[src/rtl/pl_muldiv_sched.sv]
// pl_muldiv_sched: iterative MULT/MULTU/DIV/DIVU sequencer that owns HI/LO.
// A started op runs IDLE -> PREP -> RUN (N cycles) -> FIX, where
// N = WIDTH/BITS_PER_CYC. RUN does shift-add multiply or restoring divide on
// operand magnitudes; FIX restores the signs and writes HI/LO.
// md_stall holds any MF/MT/MD instruction in ID while a sequence is in flight.
// Build option MD_DIV0_EXC_EN: a divide by zero is caught in PREP, pulses div0
// and returns to IDLE without touching HI/LO (adds the div0 port).
module pl_muldiv_sched #(
  parameter int WIDTH        = 32,
  parameter int BITS_PER_CYC = 1
) (
  input  logic             clk,
  input  logic             clrn,
  input  logic             start,
  input  logic [1:0]       op,
  input  logic [WIDTH-1:0] a,
  input  logic [WIDTH-1:0] b,
  input  logic             mthi,
  input  logic             mtlo,
  input  logic [WIDTH-1:0] wd,
  input  logic             rd_req,
  output logic             busy,
  output logic             md_stall,
  output logic             done,
  output logic [WIDTH-1:0] hi,
  output logic [WIDTH-1:0] lo
`ifdef MD_DIV0_EXC_EN
  ,
  output logic             div0
`endif
);

  localparam int            N      = WIDTH / BITS_PER_CYC;
  localparam int            CW     = $clog2(N + 1);
  localparam logic [CW-1:0] N_LOAD = CW'(N);

  typedef enum logic [1:0] {S_IDLE, S_PREP, S_RUN, S_FIX} state_t;

  state_t             state_q, state_d;
  logic [1:0]         op_q;      // op[1]: divide, op[0]: signed
  logic [WIDTH-1:0]   a_q, b_q;  // operands as issued
  logic [WIDTH-1:0]   opnd_q;    // multiplicand or divisor magnitude
  logic [2*WIDTH-1:0] acc_q;     // {partial hi, lo} or {remainder, quotient}
  logic               neg_p_q;   // product / quotient is negative
  logic               neg_r_q;   // remainder is negative (dividend sign)
  logic [CW-1:0]      cnt_q;

  logic               is_div;
  logic               sa, sb;
  logic [WIDTH-1:0]   mag_a, mag_b;
  logic               div0_hit;
  logic [2*WIDTH-1:0] step_acc;
  logic [2*WIDTH:0]   wide;
  logic [WIDTH:0]     diff;
  logic [WIDTH:0]     sum;
  logic [2*WIDTH-1:0] prod_fix;
  logic [WIDTH-1:0]   q_fix, r_fix;
  logic [WIDTH-1:0]   res_hi, res_lo;

  assign is_div = op_q[1];

  // Operand magnitudes, result signs and divide-by-zero detect for PREP.
  always_comb begin
    sa       = op_q[0] & a_q[WIDTH-1];
    sb       = op_q[0] & b_q[WIDTH-1];
    mag_a    = sa ? -a_q : a_q;
    mag_b    = sb ? -b_q : b_q;
    div0_hit = is_div && (b_q == '0);
  end

  // One RUN cycle: BITS_PER_CYC single-bit multiply or restoring-divide steps.
  always_comb begin
    // NOTE: every variable gets a default first so no path can infer a latch.
    step_acc = acc_q;
    wide     = '0;
    diff     = '0;
    sum      = '0;
    for (int i = 0; i < BITS_PER_CYC; i++) begin
      if (is_div) begin
        // Shift {rem, quot} left; try to subtract the divisor from the new rem.
        wide = {step_acc, 1'b0};
        diff = wide[2*WIDTH:WIDTH] - {1'b0, opnd_q};
        if (!diff[WIDTH])
          step_acc = {diff[WIDTH-1:0], wide[WIDTH-1:1], 1'b1};
        else
          step_acc = {wide[2*WIDTH-1:WIDTH], wide[WIDTH-1:1], 1'b0};
      end else begin
        // Add the multiplicand on a set multiplier bit, then shift right.
        sum      = {1'b0, step_acc[2*WIDTH-1:WIDTH]}
                 + (step_acc[0] ? {1'b0, opnd_q} : '0);
        step_acc = {sum, step_acc[WIDTH-1:1]};
      end
    end
  end

  // Sign restoration applied in FIX.
  always_comb begin
    prod_fix = neg_p_q ? -acc_q : acc_q;
    q_fix    = neg_p_q ? -acc_q[WIDTH-1:0] : acc_q[WIDTH-1:0];
    r_fix    = neg_r_q ? -acc_q[2*WIDTH-1:WIDTH] : acc_q[2*WIDTH-1:WIDTH];
    if (is_div) begin
      res_hi = r_fix;
      res_lo = q_fix;
    end else begin
      res_hi = prod_fix[2*WIDTH-1:WIDTH];
      res_lo = prod_fix[WIDTH-1:0];
    end
  end

  // FSM state register.
  always_ff @(posedge clk or negedge clrn) begin
    // NOTE: sequential state uses non-blocking assignments so every register
    // samples pre-edge values regardless of block ordering.
    if (!clrn) state_q <= S_IDLE;
    else       state_q <= state_d;
  end

  // FSM next state and status outputs.
  always_comb begin
    state_d  = state_q;
    busy     = (state_q != S_IDLE);
    done     = (state_q == S_FIX);
    md_stall = busy & (start | rd_req | mthi | mtlo);
`ifdef MD_DIV0_EXC_EN
    div0     = (state_q == S_PREP) && div0_hit;
`endif
    case (state_q)
      S_IDLE: if (start) state_d = S_PREP;
      S_PREP: begin
`ifdef MD_DIV0_EXC_EN
        if (div0_hit) state_d = S_IDLE;
        else          state_d = S_RUN;
`else
        state_d = S_RUN;
`endif
      end
      S_RUN:  if (cnt_q == CW'(1)) state_d = S_FIX;
      S_FIX:  state_d = S_IDLE;
      default: state_d = S_IDLE;
    endcase
  end

  // Working registers: latch on start, set up in PREP, iterate in RUN.
  always_ff @(posedge clk or negedge clrn) begin
    if (!clrn) begin
      op_q    <= '0;
      a_q     <= '0;
      b_q     <= '0;
      opnd_q  <= '0;
      acc_q   <= '0;
      neg_p_q <= 1'b0;
      neg_r_q <= 1'b0;
      cnt_q   <= '0;
    end else begin
      case (state_q)
        S_IDLE: if (start) begin
          op_q <= op;
          a_q  <= a;
          b_q  <= b;
        end
        S_PREP: begin
          opnd_q  <= is_div ? mag_b : mag_a;
          acc_q   <= {{WIDTH{1'b0}}, (is_div ? mag_a : mag_b)};
          neg_p_q <= sa ^ sb;
          neg_r_q <= sa;
          cnt_q   <= N_LOAD;
        end
        S_RUN: begin
          acc_q <= step_acc;
          cnt_q <= cnt_q - CW'(1);
        end
        default: ;
      endcase
    end
  end

  // HI/LO: result at the end of FIX; MTHI/MTLO only when idle and not starting.
  always_ff @(posedge clk or negedge clrn) begin
    if (!clrn) begin
      hi <= '0;
      lo <= '0;
    end else if (state_q == S_FIX) begin
      hi <= res_hi;
      lo <= res_lo;
    end else if (state_q == S_IDLE && !start) begin
      if (mthi) hi <= wd;
      if (mtlo) lo <= wd;
    end
  end

endmodule

[config.mk]
export PLATFORM = sky130hd
export DESIGN_NAME = pl_muldiv_sched
export DESIGN_NICKNAME = d
export VERILOG_FILES = /design/src/rtl/pl_muldiv_sched.sv
export SDC_FILE = /design/constraint.sdc
export NUM_CORES = 1
export LEC_CHECK = 0
export CORE_MARGIN = 5
export CORE_UTILIZATION = 45
export DETAILED_ROUTE_END_ITERATION = 8
export PLACE_DENSITY = 0.65
export SLEW_MARGIN = 20
export SYNTH_ARGS = -nofsm -noshare
export SYNTH_HDL_FRONTEND = slang
export SYNTH_SLANG_ARGS = --single-unit
[constraint.sdc]
create_clock -name clk -period 5.4 [get_ports clk]
set_clock_uncertainty 0.2 [all_clocks]
set_input_delay 1.08 -clock clk [delete_from_list [all_inputs] [get_ports clk]]
set_output_delay 1.08 -clock clk [all_outputs]
set_load 0.01 [all_outputs]
After elaboration in Yosys (flattened, before gate mapping)
Index checks and enable logic that the tools add are counted.

Flip-flop bits (word level): 236. Bits of input ports: 104. Output and inout bits: 67. Word-level logic and storage cells: 67.

$add $sub $neg: 8. Equality and inequality tests: 6. Multiplexer cells: 23. Bitwise operators: 7. Reduce and logical (&&, ||, !) cells: 12.

Operators with widths (count): $mux 32 (15); $mux 64 (3); $neg 32->32 (4); $pmux 64 s2 (1); $neg 64->64 (1); $add 32x32->33 (1); $sub 33x32->33 (1); $pmux 6 s2 (1); $reduce_bool 2->1 (5); $pmux 2 s4 (1); $reduce_and 2->1 (4); $eq 6x1->1 const B (1); $sub 6x1->6 const B (1); $eq 2x2->1 const B (2); $mux 2 (2); $ne 2x2->1 const B (2); $and 1x1->1 (3); $or 1x1->1 (3); $eq 2x1->1 const B (1); $logic_not 2->1 (1); $logic_and 1x1->1 (1); $logic_not 1->1 (1); $xor 1x1->1 (1).

Logic depth before layout (Yosys ltp)
Word-level depth: 4. Mapped depth: 14. Depth with buffers taken out: 13.

Least setup slack after synthesis
OpenSTA, ideal clock, no wires.

Path kind: flip-flop to flip-flop. From: reg acc_q[31]. To: reg acc_q[36]. Setup time: 0.126 ns. Data arrival time: 3.627 ns. Data required time: 5.074 ns. Setup slack: 1.447 ns. Cell stages (with the launch flop): 13. Path buffers: 0. Period minus slack after synthesis: 3.953 ns. Path through: dfrtp_1 inv_1 ha_1 fa_1 nand2b_1 a21oi_1 o31ai_1 a211o_1 a21boi_1 a21oi_1 xnor2_1 mux2_2 a221o_1.

Word-level cells in the longest chain between the ends: 4.

Ends and longest elaborated chain: from (decl) (RTL line 43) `logic [2*WIDTH-1:0] acc_q;`; from (signal assigned) (RTL line 163) `acc_q <= {{WIDTH{1'b0}}, (is_div ? mag_a : mag_b)};`; from (signal assigned) (RTL line 169) `acc_q <= step_acc;`; $sub 33x32->33 (RTL line 82) `diff = wide[2*WIDTH:WIDTH] - {1'b0, opnd_q};`; $mux 64 (RTL line 83) `if (!diff[WIDTH])`; $mux 64 (RTL line 79) `if (is_div) begin`; $pmux 64 s2 (RTL line 155) `case (state_q)`.

Every way passes these cells. A chain may end at the register's enable or synchronous reset.

Worst setup path in the final report
From: reg acc_q[31]. To: reg acc_q[51].

The elaborated chain is that of the path after synthesis.

==> results.md <==
- Outcome: completed
- Reg power frac: 24.0%
- Register area: a little under 0.006 sq mm
- Slew HR: 27.2%
- Clk slew on worst S/H paths: 0.06 ns
- Cell area after synthesis: 0.0180 sq mm
- HP Class: in2async
- Sequential cell area fraction in the yosys report: 32.8%
- Area share of the largest cell type after synthesis: 32.8%
- CTS-repair resized insts: 0
- Setup Fix Bufs, Post-CTS: 0
- Post-Syn Nets: roughly 2,300
- Largest cells by area after synthesis: dfrtp_1 33%, mux2_2 5.3%, mux2i_1 5.2%
- Worst-skew pair later-pin latency: 0.57 ns
- Sink Count: about 240
- Unrepaired setup endpoints after global routing: no
- CTS tree: built
- Share of layout cells above drive strength 1: a little under a tenth
- Fin. Hold Viols: 0
- Main combinational cell family by area after synthesis: compound AO/OA/AOI/OAI gates
- Post-Synthesis Cells: 2,103
- Synth Area per Inst: ~8.6 sq um
- Total core area: 0.0396 sq mm
- Cell-internal power: approximately 7900 uW
- DR DRC count: 0
- Post-Route WL: 62.7 mm
- Ant. Diodes: 0
- Async S/R FF share, synth: 100%
- Top cells by count, synth: 236 x dfrtp_1, 205 x nor2_1, 200 x nand2_1
- DIE HEIGHT: 210 microns
- GPL Wtd Cong: 0.964
- FP Rows: 73
- Ports: 171
- # Max-Cap Violations: 0
- DP Cell Count: 2,704
- Vias in the first global route: 16,061
- Die ar.: roughly 0.044 sq mm
- Reg2reg setup slack: around 0.67 ns
- Cell variety after synth: 73
- Iter 0 DRT Violations: 1,293
- Mean routed wirelength per cell: 22.7 microns
- Area grow syn2layout: 17.6%
- Initial antenna violation count: 0
- Nets@finish: 2,390
- Synth Area in XOR/XNOR: 7.99%
- Detail Route Antenna Nets: 0
- Worst-case clock buffer depth: 3
- Vias per inst: 6.08
- Largest net degree at the start of global routing: 86
- Die Span X: 210 microns
- Final setup fails: 0
- P_sw: 7900 uW
- Worst-margin pin slew: 1.09 ns
- DR pass1 iterations: 6
- CTS Buf Count: 28
- Total global routing overflow: 0
- FF-to-FF End: acc_q[51]
- H-Tree Depth: 1
- Reg2reg start: acc_q[31]
- Port Buffers: 170
- Worst path required time: 5.65 ns
- GRT Util Overall: between 20 and 30%
- Power per cell area: 748 mW/mm^2
- Critical Path AT: 4.98 ns
- Fin. max-slew vios: 0
- Yosys warns: 0
- Max IR drop VDD: about 380 uV
- Layout Cells excl Fill: 2,756
- WS Path Type: reg2reg
- Tmin final: 4.73 ns
- Initial Util: 45.4%
- Final TNS setup: 0 ns
- Largest area contributor in the synthesized netlist: dfrtp_1
- First-pass GRT wire length: 95.3 mm
- Fmax: 211 MHz
- Pleak: 0.00928 uW
- Gate power share: between 60% and 70%
- CP Launch Type: flip-flop
- Post-Synth Simple-Gate Area: 17.3%
- Synth Area in Adders: 5.44%
- Smallest hold slack: around 0.28 ns
- Clk pwr share: 12.7%
- Most common cell in the netlist: dfrtp_1
- Post-synth EDFFs: 0
- Post-synthesis register bit count: 236
- Fin crit share: between 80 and 90%
- Mux contribution to synthesized area: 12.6%
- HPWL after DPL: 48.2 mm
- Worst reg2reg path depth: 13
- Multi-input logic area: between 0.01 and 0.015 sq mm
- Synth Area in Compound Gates: 19.6%
- Fillers: 3,664
- Clock root cell: clkbuf_16
- Max FO, Critical Path: 9
- Post-CTS Hold Buffers: 0
- Switching Fraction: 49.9%
- Critical Path End Type: flip-flop
- Main synth FF type: dfrtp_1
- Via count: 16,770
metal layers:
layer	GRT usage, %	vias up	part of all wire, %
met5	0	-	0
met4	9.77	0	4.1
met3	5.14	123	8.2
met2	43.2	736	45
met1	37.6	8101	43
li1	-	7810	-
logic make-up (layout without fill, tap and decap cells):
family | after synthesis | after routing
AND/OR/NAND/NOR | 664 | 664
AO/OA/AOI/OAI | 567 | 567
flip-flops | 236 | 236
buffers and inverters | 200 | 328
multiplexers | 195 | 195
XOR/XNOR | 164 | 164
adder cells (fa/ha/maj) | 77 | 77
flip-flops by register name, summed over array words and instances, names as in the netlist:
signal / flops
opnd_q: 32
hi: 32
acc_q: 64
neg_p_q: 1
lo: 32
b_q: 32
cnt_q: 6
state_q: 2
neg_r_q: 1
op_q: 2
a_q: 32
cell type report:
| type | count | area share, % |
|---|---|---|
| Tap cell | 525 | 3.10 |
| Clock buffer | 41 | 3.97 |
| Sequential cell | 236 | 27.9 |
| Timing Repair Buffer | 203 | 9.35 |
| Multi-Input combinational cell | 1667 | 53.7 |
| Clock inverter | 11 | 0.668 |
| Inverter | 73 | 1.29 |
worst max-delay path by stage:
| stage | startpoint | endpoint | slack, ns | depth (start not counted) |
|---|---|---|---|---|
| final | acc_q[31] | acc_q[51] | 0.67 | 13 |
| after global routing | acc_q[31] | acc_q[51] | 0.35 | 13 |
| after CTS | acc_q[31] | acc_q[51] | 0.74 | 13 |
| after detailed placement | acc_q[31] | acc_q[51] | 0.77 | 13 |
| after global placement | acc_q[31] | acc_q[51] | 0.89 | 13 |
| after floorplan | acc_q[31] | acc_q[36] | 1.45 | 12 |
cells in the final DEF, fill, tap and decap left out, types with 33 or more instances in the layout:
cell,synthesis,routed
nand3_1,55,55
clkdlybuf4s50_1,0,169
mux2_2,84,84
a211oi_1,33,33
a21o_1,43,43
dfrtp_1,236,235
nand2_1,200,198
o21ai_0,163,163
xnor2_1,105,104
a21oi_1,150,150
xor2_1,59,59
inv_1,71,71
ha_1,75,72
nor2_1,205,204
mux2i_1,94,94
nor3_1,37,37
per-stage QoR:
step	power, uW	cell area [sq um]	worst slack (ns)	util [%]
finish	15800	21200	0.666	53.4
global route	16900	21200	0.347	53.4
CTS	15700	21200	0.742	53.4
detailed placement	13700	20200	0.766	50.9
global placement	13500	20200	0.887	50.9
floorplan	10300	18000	1.45	-
power groups by stage:
stage	Clock, uW	Combinational [uW]	Sequential (uW)
floorplan	0	6950	3400
global placement	0	9770	3740
detailed placement	0	9870	3790
CTS	2040	9920	3760
global route	2110	10900	3900
finish	2010	10000	3800
worst max-delay path: stages (launching register included):
cell and delay (ns):
dfrtp_1 0.38, inv_1 0.14, ha_1 0.24, fa_1 0.39, nand2b_1 0.20, a21oi_1 0.30
o31ai_1 0.21, a211o_1 0.35, a21boi_1 0.31, a21oi_1 0.32, xnor2_1 0.87, buf_4 0.34
nor3_1 0.07, a311o_1 0.28
Power figures use the tool's default switching activity.
